### src/rtl/adder_share_pkg.sv
// adder_share_pkg: shared constants and state encoding for the 32-bit shared-adder sequencer.
// Revision: 1.0
`default_nettype none

package adder_share_pkg;

  localparam int HALF_W  = 16;
  localparam int NUM_REQ = 2;

  typedef enum logic [1:0] {
    IDLE = 2'd0,
    LOW  = 2'd1,
    HIGH = 2'd2,
    DONE = 2'd3
  } state_t;

endpackage

`default_nettype wire

### src/rtl/sixteen_bit_adder.sv
// sixteen_bit_adder: 16-bit adder with carry in and carry out.
// Revision: 1.0
`default_nettype none

module sixteen_bit_adder (
  output logic        Cout,
  output logic [15:0] S,
  input  logic [15:0] A,
  input  logic [15:0] B,
  input  logic        Cin
);

  assign {Cout, S} = {1'b0, A} + {1'b0, B} + {16'd0, Cin};

endmodule

`default_nettype wire

### src/rtl/adder_share_seq.sv
// adder_share_seq: round-robin two-requester 32-bit add/sub over two passes of one 16-bit adder.
// Revision: 1.0
`default_nettype none

module adder_share_seq
  import adder_share_pkg::*;
#(
  parameter int W = 32
) (
  input  logic         clk,
  input  logic         rst_n,
  input  logic         req0_valid,
  output logic         req0_ready,
  input  logic [W-1:0] req0_A,
  input  logic [W-1:0] req0_B,
  input  logic         req0_sub,
  input  logic         req1_valid,
  output logic         req1_ready,
  input  logic [W-1:0] req1_A,
  input  logic [W-1:0] req1_B,
  input  logic         req1_sub,
  output logic         resp_valid,
  input  logic         resp_ready,
  output logic [W-1:0] resp_S,
  output logic         resp_Cout,
  output logic         resp_V,
  output logic         resp_id
);

  state_t               state, state_nxt;
  logic [W-1:0]         a_r, b_r;
  logic                 c_r;
  logic                 id_r;
  logic                 prio;
  logic [NUM_REQ-1:0]   grant;
  logic                 accept;

  logic [HALF_W-1:0]    add_a, add_b, add_s;
  logic                 add_cout;
  logic                 hi_pass;

  always_ff @(posedge clk or negedge rst_n) begin
    if (!rst_n) state <= IDLE;
    else        state <= state_nxt;
  end

  always_comb begin
    state_nxt = state;
    grant     = '0;
    case (state)
      IDLE: begin
        if (req0_valid && req1_valid) grant = prio ? 2'b10 : 2'b01;
        else                          grant = {req1_valid, req0_valid};
        if (|grant) state_nxt = LOW;
      end
      LOW:     state_nxt = HIGH;
      HIGH:    state_nxt = DONE;
      DONE:    if (resp_ready) state_nxt = IDLE;
      default: state_nxt = IDLE;
    endcase
  end

  assign accept     = |grant;
  // Gate with rst_n so no grant is visible while reset is held.
  assign req0_ready = rst_n & grant[0];
  assign req1_ready = rst_n & grant[1];
  assign resp_valid = (state == DONE);

  assign hi_pass = (state == HIGH);
  assign add_a   = hi_pass ? a_r[W-1:HALF_W] : a_r[HALF_W-1:0];
  assign add_b   = hi_pass ? b_r[W-1:HALF_W] : b_r[HALF_W-1:0];

  sixteen_bit_adder u_adder (
    .Cout (add_cout),
    .S    (add_s),
    .A    (add_a),
    .B    (add_b),
    .Cin  (c_r)
  );

  always_ff @(posedge clk or negedge rst_n) begin
    if (!rst_n) begin
      a_r       <= '0;
      b_r       <= '0;
      c_r       <= 1'b0;
      id_r      <= 1'b0;
      prio      <= 1'b0;
      resp_S    <= '0;
      resp_Cout <= 1'b0;
      resp_V    <= 1'b0;
      resp_id   <= 1'b0;
    end else begin
      case (state)
        IDLE: begin
          if (accept) begin
            // Subtract is folded into the operands: A + ~B with carry-in 1.
            a_r  <= grant[1] ? req1_A : req0_A;
            if (grant[1]) b_r <= req1_sub ? ~req1_B : req1_B;
            else          b_r <= req0_sub ? ~req0_B : req0_B;
            c_r  <= grant[1] ? req1_sub : req0_sub;
            id_r <= grant[1];
            prio <= ~grant[1];
          end
        end
        LOW: begin
          resp_S[HALF_W-1:0] <= add_s;
          c_r                <= add_cout;
        end
        HIGH: begin
          resp_S[W-1:HALF_W] <= add_s;
          resp_Cout          <= add_cout;
          resp_V             <= (a_r[W-1] == b_r[W-1]) && (add_s[HALF_W-1] != a_r[W-1]);
          resp_id            <= id_r;
        end
        default: ;
      endcase
    end
  end

endmodule

`default_nettype wire

### config.mk
export PLATFORM = sky130hd
export DESIGN_NAME = adder_share_seq
export DESIGN_NICKNAME = d
export VERILOG_FILES = /design/src/rtl/adder_share_pkg.sv /design/src/rtl/sixteen_bit_adder.sv /design/src/rtl/adder_share_seq.sv
export SDC_FILE = /design/constraint.sdc
export NUM_CORES = 1
export LEC_CHECK = 0
export BUFFER_PORTS_ARGS = -buffer_cell sky130_fd_sc_hd__buf_2
export CAP_MARGIN = 40
export CORE_MARGIN = 1
export CORE_UTILIZATION = 37
export CTS_CLUSTER_SIZE = 24
export DETAILED_ROUTE_END_ITERATION = 8
export PLACE_DENSITY = 0.71
export SYNTH_ARGS = -nofsm -noshare
export SYNTH_HDL_FRONTEND = slang
export SYNTH_SLANG_ARGS = --single-unit
### constraint.sdc
create_clock -name clk -period 5 [get_ports clk]
set_input_delay 0.5 -clock clk [delete_from_list [all_inputs] [get_ports clk]]
set_output_delay 0.5 -clock clk [all_outputs]
set_load 0.03 [all_outputs]
**Word level (Yosys, flattened, before mapping)**

Index checks and enable logic that the tools add are counted.

- Add/subtract/negate cells: 2
- $mul: 0
- Divide/modulo/power cells: 0
- Magnitude comparators: 0
- Equal/unequal tests: 8
- Shift-type cells: 0
- Mux-type cells: 16
- Bitwise logic cells: 5
- Reductions and logical operators: 9

Operators with widths:

| operator | number |
|---|---|
| 32-bit two-way mux | 4 |
| 32-bit inverter | 2 |
| 16-bit two-way mux | 2 |
| 16-bit by 16-bit adder with 17-bit output | 1 |
| 17-bit by 1-bit adder with 17-bit output | 1 |
| 2-bit two-way mux | 6 |
| 2-bit one-hot mux with 4 select lines | 1 |
| 2-bit AND reduction | 3 |
| 2-bit == test (second input constant) | 2 |
| 2-bit inequality test (second input constant) | 2 |
| 2-bit OR reduction | 2 |
| 1-bit AND | 2 |
| 2-bit by 1-bit == test with 1-bit output (second input constant) | 1 |
| 1-bit logical AND | 2 |
| 2-bit logical NOT | 1 |
| 1-bit two-way mux | 2 |
| 2-bit by 1-bit inequality test with 1-bit output (second input constant) | 1 |
| 1-bit one-hot mux with 2 select lines | 1 |
| 2-bit nonzero test | 1 |
| 1-bit == test | 1 |
| 1-bit inequality test | 1 |
| 1-bit inverter | 1 |

- Register bits after elaboration: 104
- Latch bits: 0
- RAM bits: 0
- Memory bits (read-only): 0
- Bits of input ports: 135
- Output and inout bits: 38
- Logic and storage cells: 51
- Memories kept: 0

**Longest topological paths before layout**

Gate-level depths: netlist of the first run.

- Depth after elaboration: 7
- Mapped depth: 15
- Mapped depth without buffers: 12

**Cells and area by module**

From an unflattened synthesis of the first run, not the netlist that was laid out.

- Cells, all modules: 599
- Area total of the unflattened synthesis: 6,386.1 um^2

Modules (own cells, without submodules):

| module | times used | cells an instance | area an instance (um^2) | sequential area each (um^2) |
|---|---|---|---|---|
| adder_share_seq | 1 | 508 | 5,659.2 | 2,602.5 |
| sixteen_bit_adder | 1 | 91 | 726.9 | 0.0 |

**Worst setup path before layout of the first run**

No wires, ideal clock.

- Path type: reg2reg
- From: register state[0]
- To: register resp_S[30]
- Library setup time: 120 ps
- Data arrival time: 3,772 ps
- Data required time: 4,880 ps
- Slack: 1,108 ps
- Cell stages (with the launch flop): 16
- Buffers on the path: 3
- Period minus slack after synthesis: 3,892 ps
- Path through: dfrtp_1 inv_1 ha_1 clkbuf_1 clkbuf_1 buf_1 mux2i_1 fa_1 inv_1 fa_1 a21o_1 a221o_1 a31oi_4 nor3_2 or3_1 a31o_1

- Longest elaborated chain between the ends: 4
- Elaborated cells on any way between the ends: 5
- Those cells by class: add/sub (2); eq/ne (1); mux (2)

RTL lines:

| what | line | source |
|---|---|---|
| start, declared | adder_share_seq.sv:30 | `state_t state, state_nxt;` |
| start signal, assigned | adder_share_seq.sv:44 | `else state <= state_nxt;` |
| 2-bit == test (*) | adder_share_seq.sv:69, adder_share_seq.sv:93 |  |
| 16-bit two-way mux (on tied branches) | adder_share_seq.sv:70, adder_share_seq.sv:71 |  |
| 16-bit by 16-bit adder with 17-bit output | sixteen_bit_adder.sv:13 | `assign {Cout, S} = {1'b0, A} + {1'b0, B} + {16'd0, Cin};` |
| 17-bit by 1-bit adder with 17-bit output | sixteen_bit_adder.sv:13 |  |
| end signal, assigned by index | adder_share_seq.sv:106 | `resp_S[HALF_W-1:0] <= add_s;` |
| end signal, assigned by index | adder_share_seq.sv:110 | `resp_S[W-1:HALF_W] <= add_s;` |
| end, declared | adder_share_seq.sv:24 | `output logic [W-1:0] resp_S,` |

Every way passes the cells marked *; elsewhere a longest branch is shown, timed or not.
A chain may end at the register's enable or synchronous reset.

**Worst setup path in the final report of the first run**

- From: register state[0]
- To: register resp_S[15]

- Longest elaborated chain between the ends: 4
- Elaborated cells on any way between the ends: 6
- Those cells by class: add/sub (2); eq/ne (2); mux (2)

RTL lines:

| what | line | source |
|---|---|---|
| 2-bit == test | adder_share_seq.sv:69 | `assign hi_pass = (state == HIGH);` |
| 16-bit two-way mux (on tied branches) | adder_share_seq.sv:70, adder_share_seq.sv:71 |  |
| 16-bit by 16-bit adder with 17-bit output | sixteen_bit_adder.sv:13 |  |
| 17-bit by 1-bit adder with 17-bit output | sixteen_bit_adder.sv:13 |  |

Several ways; a longest one is shown, not always the timed one.

==> flow_summary_export.csv, run 1 <==
group,metric,value,unit
grt,grtUsageTotal,19.0,%
grt,antenna_found_initial,3,
logic_synthesis,synth_flop_cell,"dfrtp_1",
timing,final_max_slew_viol_count,0,
logic_synthesis,yosysTopAreaCell,"dfrtp_1",
grt,grt-ovfl-total,0,
worst_setup_path,required,5.23,ns
worst_setup_path,regToRegEndpoint,"resp_S[15]",
worst_setup_path,cp-end-kind,"flip-flop",
die,die_x,131,um
logic_synthesis,synth-edff-count,0,
logic_synthesis,syn-num-nets,777,
finish,area_growth,23.8,%
logic_synthesis,avgSynthCellArea,9.84,sq um
logic_synthesis,synth_area_leaders,"dfrtp_1 (43%), mux2_2 (9.6%), xnor2_1 (5.4%)",
worst_setup_path,r2r_cells,12,
timing,hold_viol,0,
worst_setup_path,startpoint_type,"flip-flop",
die,fp.dieH,131,um
logic_synthesis,yosysTopAreaCellShare,42.6,%
logic_synthesis,syn-cell-area,6110,sq um
place,globalplace.congestion,0.861,
clock_tree,cts_setup_buffers,0,
grt,grt_start_max_net_pins,97,
worst_setup_path,cp_max_fo,33,
clock_tree,root_buffer,"clkbuf_16",
flow_run,cap_violations,0,
clock_tree,numClockSinks,104,
grt,grt_pass1_wl,24.2,mm
timing,slew_headroom,38.4,%
worst_setup_path,r2r_slack,1.16,ns
grt,grt_pass1_vias,4650,
min_path,hold_class,"primary input to asynchronous set/reset pin",
route,vias,5020,
timing,fmax,0.260,GHz
clock_tree,numCtsBuffers,9,
power_and_ir_drop,peakVddDrop,0.299,mV
die,fp.coreArea,16000,sq um
timing,fin_crit,3.84,ns
logic_synthesis,yosysWarnings,0,
timing,clock-skew-final,0.00666,ns
place,detailed_place_hpwl,12.1,mm
logic_synthesis,async_flop_share,100,%
timing,rsz0062_at_grt,"false",
logic_synthesis,postSynthCellCount,621,
place,pre_cts_slack,1.18,ns
clock_tree,htreeDepth,3,
route,final_antenna_net_count,0,
clock_tree,cts_buffer_depth,2,
logic_synthesis,synth_seq_area_share,42.6,%
logic_synthesis,synthDistinctLibCells,50,
logic_synthesis,ys_ff_latch,104,
place,placement.io_buffers,172,
die,fp-row-count,46,
timing,worst_pin_slew,0.922,ns
die,start_util,38.2,%
status,status,"finished clean",
route,wl_per_cell,15.8,um
clock_tree,cts_resized,0,
clock_tree,clkLatencyLatePin,0.35,ns
finish,finalNetCount,929,
power_and_ir_drop,pwr_density_cell,758,nW/um^2
clock_tree,cts_tree,"yes",
route,avgViaCountPerCell,5.05,
timing,finalCritPeriodShare,76.9,%
clock_tree,ctsHoldBuffers,0,
route,drt_wl_total,15.7,mm
worst_setup_path,arrival,4.08,ns
clock_tree,path_clk_slew,0.06,ns
die,io_pins,173,
worst_setup_path,r2r_start,"state[0]",
die,die-area,17000,sq um
finish,final_common_cell,"buf_2",
timing,finalSetupViolations,0,
worst_setup_path,path_class,"flip-flop to flip-flop",
finish,final_cell_mix,"buf_2 (171), dfrtp_1 (104), mux2_2 (52), a21oi_1 (50), nor2_1 (46)",
finish,drive_gt1_share,32.8,%
route,drtIter0Drc,326,
power_and_ir_drop,p_leak,0.00371,uW
route,drtPass1Iterations,8,
route,drc,0,
timing,setup_tns,0,ns
timing,layout_setup_ws,1.16,ns
-- through the flow --
stage | utilization (%) | total power [uW] | instances | area (sq um) | hold WS (ns)
6_report | 47.3 | 5730 | 995 | 7570 | 0.0794
5_1_grt | 47.3 | 6200 | 994 | 7570 | 0.0928
4_1_cts | 47.3 | 5770 | 993 | 7560 | 0.0792
3_5_place_dp | 45.4 | 5040 | 978 | 7260 | 0.457
3_3_place_gp | 44.9 | 4940 | 974 | 7180 | 0.453
2_1_floorplan | - | 4060 | 621 | 6110 | 0.204
-- critical path, cell delays in order (launching register included) --
cell and delay (ns):
dfrtp_1 0.41, inv_1 0.10, ha_2 0.54, buf_4 0.29, buf_12 0.21, mux2_2 0.36
ha_1 0.35, a21o_1 0.24, o21bai_1 0.17, a221oi_1 0.34, o31ai_2 0.19, xor2_1 0.19
mux2_2 0.30
-- power by group --
part	leakage [uW]	internal, uW	total [uW]	switching, uW
Sequential	0.00127	1280	1540	262
Clock	0.000146	414	711	297
Combinational	0.00230	1430	3480	2050
-- cell type report --
| cell class | instances | area, sq um |
|---|---|---|
| clock buffer | 13 | 260 |
| sequential | 104 | 2600 |
| timing repair buffer | 182 | 1020 |
| inverter | 45 | 169 |
| antenna | 2 | 5.00 |
| fill | 1560 | 8430 |
| tap | 216 | 270 |
| clock inverter | 2 | 38.8 |
| multi-input combinational | 431 | 3210 |
-- Yosys cell counts (6+ instances only) --
cell        n
a21oi_1    52
nor2_1     46
buf_1       6
clkbuf_1   29
inv_1      44
o21ai_1    14
o21ai_0    29
dfrtp_1   104
xnor2_1    38
nor2b_1     8
mux2_2     52
a222oi_1   32
xor2_1     37
a21o_1      6
ha_1       19
nand2_1    43
-- worst max-delay path by stage --
stage | start | to | slack (ns) | cells after the start
2_1_floorplan | state[0] | resp_S[30] | 1.11 | 15
6_report | state[0] | resp_S[15] | 1.16 | 12
5_1_grt | state[0] | resp_S[30] | 0.97 | 11
3_5_place_dp | state[0] | resp_S[14] | 1.18 | 11
4_1_cts | state[0] | resp_S[14] | 1.17 | 11
3_3_place_gp | state[0] | resp_S[14] | 1.25 | 11
-- sequential cells by signal (all words and copies together) (netlist names) --
name       count
state          2
c_r            1
id_r           1
resp_V         1
a_r           32
resp_S        32
b_r           32
prio           1
resp_id        1
resp_Cout      1
-- logic make-up (layout without fill, tap and decap cells) --
logic type               Yosys count  count (layout)  synth area share (%)
AO/OA/AOI/OAI                    159             159                  17.7
AND/OR/NAND/NOR                  119             119                  8.62
flip-flops                       104             104                  42.6
buffers and inverters             86             242                  5.44
XOR/XNOR                          75              75                  10.7
multiplexers                      57              57                  10.4
adder cells (fa/ha/maj)           21              21                  4.54
other                              0               2                     0
-- routing by layer --
metal	global-route usage [%]	part of all wire, %	vias up	wire (um)
met5	0	0	-	0
met1	25.4	47	2351	7390
met3	4.44	5.3	18	834
met4	7.03	1.7	0	273
li1	-	-	2503	-
met2	30.1	46	148	7230
Note: power is estimated with default switching activity, not from simulation.
==> run 2, diff against run 1 <==
Settings changed: ABC_AREA set to 1, PLACE_DENSITY 0.71 to 0.73.
Clock period 5 ns to 3.35 ns, I/O delays scaled along.
==> flow_summary_export.csv, run 2 <==
group,metric,value,unit
logic_synthesis,async_flop_share,100,%
die,fp.dieH,132,um
clock_tree,cts_tree,"yes",
logic_synthesis,synth_seq_area_share,41.9,%
clock_tree,ctsHoldBuffers,0,
place,detailed_place_hpwl,13.3,mm
grt,antenna_found_initial,0,
worst_setup_path,crit_family,"adder cells",
timing,hold-worst-slack,-0.00659,ns
logic_synthesis,synth-edff-count,0,
grt,grt_start_max_net_pins,60,
grt,grtUsageTotal,20.4,%
timing,fmax,0.341,GHz
power_and_ir_drop,pwr_density_cell,1100,nW/um^2
logic_synthesis,syn-num-nets,974,
die,io_pins,173,
logic_synthesis,ys_ff_latch,104,
timing,fin_crit,2.93,ns
timing,setup_tns,0,ns
clock_tree,cts_resized,0,
worst_setup_path,crit_path_max_incr_delay,0.40,ns
clock_tree,cts_setup_buffers,0,
clock_tree,htreeDepth,3,
finish,final_cell_mix,"nand2_1 (292), buf_2 (171), dfrtp_1 (104), o21ai_0 (77), nand3_1 (55)",
status,violations,"hold timing",
logic_synthesis,synth_flop_cell,"dfrtp_1",
route,avgViaCountPerCell,4.79,
route,vias,5716,
power_and_ir_drop,peakVddDrop,0.453,mV
min_path,hold_class,"primary input to asynchronous set/reset pin",
worst_setup_path,arrival,3.17,ns
route,wl_per_cell,14.2,um
logic_synthesis,synth.most_common_cell,"nand2_1",
worst_setup_path,path_class,"flip-flop to flip-flop",
route,drt_wl_total,17.0,mm
die,die-area,17300,sq um
worst_setup_path,cp_slowest_cell,"dfrtp_1",
worst_setup_path,required,3.59,ns
die,start_util,37.7,%
place,placement.io_buffers,172,
worst_setup_path,cp_max_fo,56,
logic_synthesis,postSynthCellCount,818,
logic_synthesis,avgSynthCellArea,7.60,sq um
worst_setup_path,startpoint_type,"flip-flop",
logic_synthesis,yosysTopAreaCellShare,41.9,%
route,drtPass1Iterations,6,
timing,finalCritPeriodShare,87.5,%
power_and_ir_drop,p_leak,0.00398,uW
die,fp-row-count,47,
place,globalplace.congestion,0.896,
timing,final_max_slew_viol_count,0,
timing,finalSetupViolations,0,
clock_tree,root_buffer,"clkbuf_16",
grt,grt_pass1_wl,27.8,mm
finish,top_regs,"a_r x32, b_r x32, resp_S x32",
clock_tree,numCtsBuffers,9,
logic_synthesis,yosysWarnings,0,
timing,slew_headroom,52.1,%
grt,grt-ovfl-total,0,
worst_setup_path,crit_top_cell,"nand2_1",
clock_tree,numClockSinks,104,
logic_synthesis,synth_common_cells,"nand2_1 (292), dfrtp_1 (104), o21ai_0 (77)",
timing,rsz0062_at_grt,"false",
flow_run,cap_violations,0,
clock_tree,clkLatencyLatePin,0.35,ns
clock_tree,path_clk_slew,0.07,ns
finish,drive_gt1_share,20.9,%
timing,worst_pin_slew,0.718,ns
worst_setup_path,worstPathCellList,"inv_1 > ha_2 > buf_12 > nand2_1 > o21ai_0 > fa_1 > inv_1 > fa_1 > nand3_1 > nand2_1 > a21oi_1 > inv_1 > nand2_1 > nand3_1 > nand3_1 > nand2_1",
route,drtIter0Drc,330,
timing,clock-skew-final,0.00668,ns
logic_synthesis,synth_area_leaders,"dfrtp_1 (42%), nand2_1 (18%), o21ai_0 (6.2%)",
die,fp.coreArea,16500,sq um
die,die_x,132,um
finish,area_growth,21.8,%
grt,grt_pass1_vias,5452,
finish,final_common_cell,"nand2_1",
route,final_antenna_net_count,0,
timing,hold_viol,3,
clock_tree,cts_buffer_depth,2,
route,drc,0,
status,status,"finished with violations",
worst_setup_path,path_buf_inv,4,
worst_setup_path,cp-end-kind,"flip-flop",
place,placed_area,7280,sq um
finish,design_area,7570,sq um
finish,diodes,0,
logic_synthesis,syn-cell-area,6210,sq um
finish,finalNetCount,1125,
logic_synthesis,yosysTopAreaCell,"dfrtp_1",
logic_synthesis,synthDistinctLibCells,30,
## run 2: changes by cell type after synthesis, moves of 6 or more
cell / change
buf_2: +11
nand2_1: +249
clkbuf_1: -7
nand3_1: +52
buf_1: -6
nor2_1: -29
mux2_2: -52
nor2b_1: -8
o21ai_0: +48
a222oi_1: -32
## run 2: worst paths after layout
path / start / to / slack [ns] / cells after the start
max: state[0] / resp_S[14] / 0.42 / 16
min: rst_n / resp_S[1] / -0.007 / 1
max reg2reg: state[0] / resp_S[14] / 0.42 / 16
min reg2reg: resp_S[1] / resp_S[1] / 0.48 / 2
max in group asynchronous: rst_n / b_r[24] / 2.21 / 2
min in group clk: req0_A[31] / a_r[31] / 0.20 / 3
## run 2: stage by stage
step	setup slack, ns	std cells	utilization (%)	total power [uW]
floorplan	0.517	818	-	5770
global placement	0.516	1176	44.0	7180
detailed placement	0.441	1178	44.2	7280
CTS	0.428	1194	46.0	8330
global route	0.123	1194	46.0	9120
finish	0.419	1194	46.0	8300
## run 2: cell type report
class,instances,area [sq um]
clock buffers,11,233
clock inverters,5,57.6
fillers,1686,8900
inverters,51,191
multi-input cells,619,3220
flip-flops and latches,104,2600
well taps,220,275
repair buffers,184,991
## run 2: cell families (layout without fill, tap and decap cells)
family          count (synthesis)  in the layout  synth area share, %
compound gates                153            153                 13.0
xor+xnor                       72             72                 10.1
fa+ha+maj                      21             21                 4.47
mux                             1              1                0.161
buf+inv                        95            251                 6.38
flops                         104            104                 41.9
simple gates                  372            372                 23.9
## run 2: per-layer routing
| metal | global-route usage (%) | up-vias | routed length [um] |
|---|---|---|---|
| li1 | - | 2936 | - |
| met1 | 28.9 | 2585 | 8170 |
| met2 | 32.6 | 178 | 7790 |
| met3 | 3.16 | 17 | 825 |
| met4 | 5.04 | 0 | 203 |
| met5 | 0 | - | 0 |
## run 2: where the power goes
group | total (uW) | switching [uW] | internal [uW]
Clock | 1040 | 457 | 580
Sequential | 2250 | 350 | 1900
Combinational | 5010 | 3360 | 1660
Total | 8300 | 4160 | 4140
==> run 3, diff against run 2 <==
Settings changed: CORE_UTILIZATION 37 to 40, PLACE_DENSITY 0.73 to 0.77, TNS_END_PERCENT set to 1.
==> flow_summary_export.csv, run 3 (synthesis results as in run 2) <==
group,metric,value,unit
status,status,"finished clean",
timing,clock-skew-final,0.00950,ns
route,avgViaCountPerCell,4.93,
timing,worst_pin_slew,0.628,ns
grt,antenna_found_initial,0,
worst_setup_path,crit_path_max_incr_delay,0.45,ns
worst_setup_path,r2r_slack,0.33,ns
timing,slew_headroom,58.0,%
die,io_pins,173,
place,globalplace.congestion,0.929,
clock_tree,cts_tree,"yes",
timing,hold-worst-slack,0.200,ns
power_and_ir_drop,peakVddDrop,0.485,mV
worst_setup_path,startpoint_type,"flip-flop",
route,drtIter0Drc,354,
timing,finalSetupViolations,0,
clock_tree,path_clk_slew,0.07,ns
die,fp.dieH,127,um
worst_setup_path,arrival,3.26,ns
worst_setup_path,required,3.58,ns
die,die-area,16000,sq um
route,drt_wl_total,16.5,mm
clock_tree,root_buffer,"clkbuf_16",
timing,rsz0062_at_grt,"false",
place,detailed_place_hpwl,13.2,mm
route,drtPass1Iterations,4,
clock_tree,numClockSinks,104,
grt,grt_start_max_net_pins,53,
clock_tree,numCtsBuffers,9,
grt,grt_pass1_wl,26.8,mm
worst_setup_path,worstPathCellList,"inv_1 > ha_2 > mux2i_1 > fa_1 > inv_1 > fa_1 > nand3_1 > nand2_1 > a21oi_1 > inv_1 > nand2_1 > nand3_1 > nand3_1 > nand2_1",
worst_setup_path,path_buf_inv,3,
worst_setup_path,crit_family,"adder cells",
timing,finalCritPeriodShare,90.2,%
route,drc,0,
timing,setup_tns,0,ns
power_and_ir_drop,power,8260,uW
finish,area_growth,21.7,%
grt,grt-ovfl-total,0,
clock_tree,cts_setup_buffers,0,
die,fp.coreArea,15200,sq um
clock_tree,clkLatencyLatePin,0.35,ns
worst_setup_path,cp-end-kind,"flip-flop",
finish,diodes,0,
route,final_antenna_net_count,0,
clock_tree,htreeDepth,3,
finish,n_fill_cell,1504,
die,fp-row-count,45,
finish,final_cell_mix,"nand2_1 (292), buf_2 (171), dfrtp_1 (104), o21ai_0 (77), nand3_1 (55)",
finish,design_area,7560,sq um
die,die_x,127,um
finish,top_regs,"a_r x32, b_r x32, resp_S x32",
worst_setup_path,cp.depth,14,
route,wl_per_cell,14.2,um
finish,multi_input_area,3220,sq um
finish,drive_gt1_share,21.2,%
power_and_ir_drop,p_leak,0.00399,uW
finish,final-seq-area,2600,sq um
place,placed_area,7250,sq um
die,start_util,40.9,%
worst_setup_path,crit_end,"resp_S[30]",
power_and_ir_drop,pwr_density_cell,1090,nW/um^2
min_path,hold_class,"primary input to flip-flop",
worst_setup_path,path_class,"flip-flop to flip-flop",
finish,final_common_cell,"nand2_1",
worst_setup_path,cp_slowest_cell,"ha_2",
worst_setup_path,r2r_cells,14,
worst_setup_path,cp_max_fo,24,
clock_tree,cts_buffer_depth,2,
finish,finalNetCount,1128,
flow_run,cap_violations,0,
timing,fin_crit,3.02,ns
worst_setup_path,startpoint,"state[0]",
timing,fmax,0.331,GHz
timing,final_max_slew_viol_count,0,
worst_setup_path,regToRegEndpoint,"resp_S[30]",
timing,hold_viol,0,
worst_setup_path,r2r_start,"state[0]",
route,vias,5739,
place,placement.io_buffers,172,
grt,grtUsageTotal,21.4,%
grt,grt_pass1_vias,5314,
[run 3: changes by cell type in the layout (fill, tap and decap cells not counted)]
cell / previous run / this run
buf_6: 0 / 1
buf_4: 10 / 11
inv_6: 0 / 1
clkinv_4: 2 / 1
dlygate4sd3_1: 0 / 1
clkinv_2: 2 / 1
clkinvlp_4: 0 / 2
clkbuf_1: 2 / 1
[run 3: per-stage QoR]
stage	instances	setup WS (ns)	utilization [%]
6_report	1165	0.329	49.7
3_3_place_gp	1145	0.340	47.3
5_1_grt	1165	0.0161	49.7
2_1_floorplan	818	0.517	-
4_1_cts	1165	0.271	49.7
3_5_place_dp	1148	0.272	47.7
[run 3: worst min-delay path, cell delays in order]
cell     delay (ns)
buf_2          0.08
nand2_1        0.04
nand3_1        0.06
[run 3: timing repair]
action	in CTS	in global routing
setup endpoints to repair	0	3
hold endpoints to repair	32	0
hold buffers	1	0
resized for setup	0	1
[run 3: power by group]
part / leakage, uW / switching (uW) / internal (uW)
sequential: 0.00128 / 366 / 1900
clock: 0.000139 / 455 / 582
combinational: 0.00257 / 3300 / 1660
total: 0.00399 / 4120 / 4130
[run 3: layout make-up]
class	count	share of cell area, %
timing repair buffer	187	13.5
sequential	104	34.4
tap	188	3.11
inverter	51	2.53
multi-input combinational	619	42.5
clock buffer	10	3.03
clock inverter	6	0.893
[run 3: worst min path at each step]
stage | slack (ns) | depth (start not counted) | startpoint | to
2_1_floorplan | 0.04 | 0 | rst_n | a_r[0]
3_3_place_gp | 0.29 | 1 | rst_n | prio
3_5_place_dp | 0.30 | 1 | rst_n | prio
4_1_cts | 0.19 | 3 | req1_A[8] | a_r[8]
5_1_grt | 0.20 | 3 | req1_A[13] | a_r[13]
6_report | 0.20 | 3 | req0_A[3] | a_r[3]
[run 3: per-layer routing]
metal  GRT usage [%]  up-vias  wire [um]
met5               0        -          0
met2            34.1      189       7640
met3            3.37       17        836
met4            5.53        0        243
met1            30.4     2592       7810
li1                -     2941          -
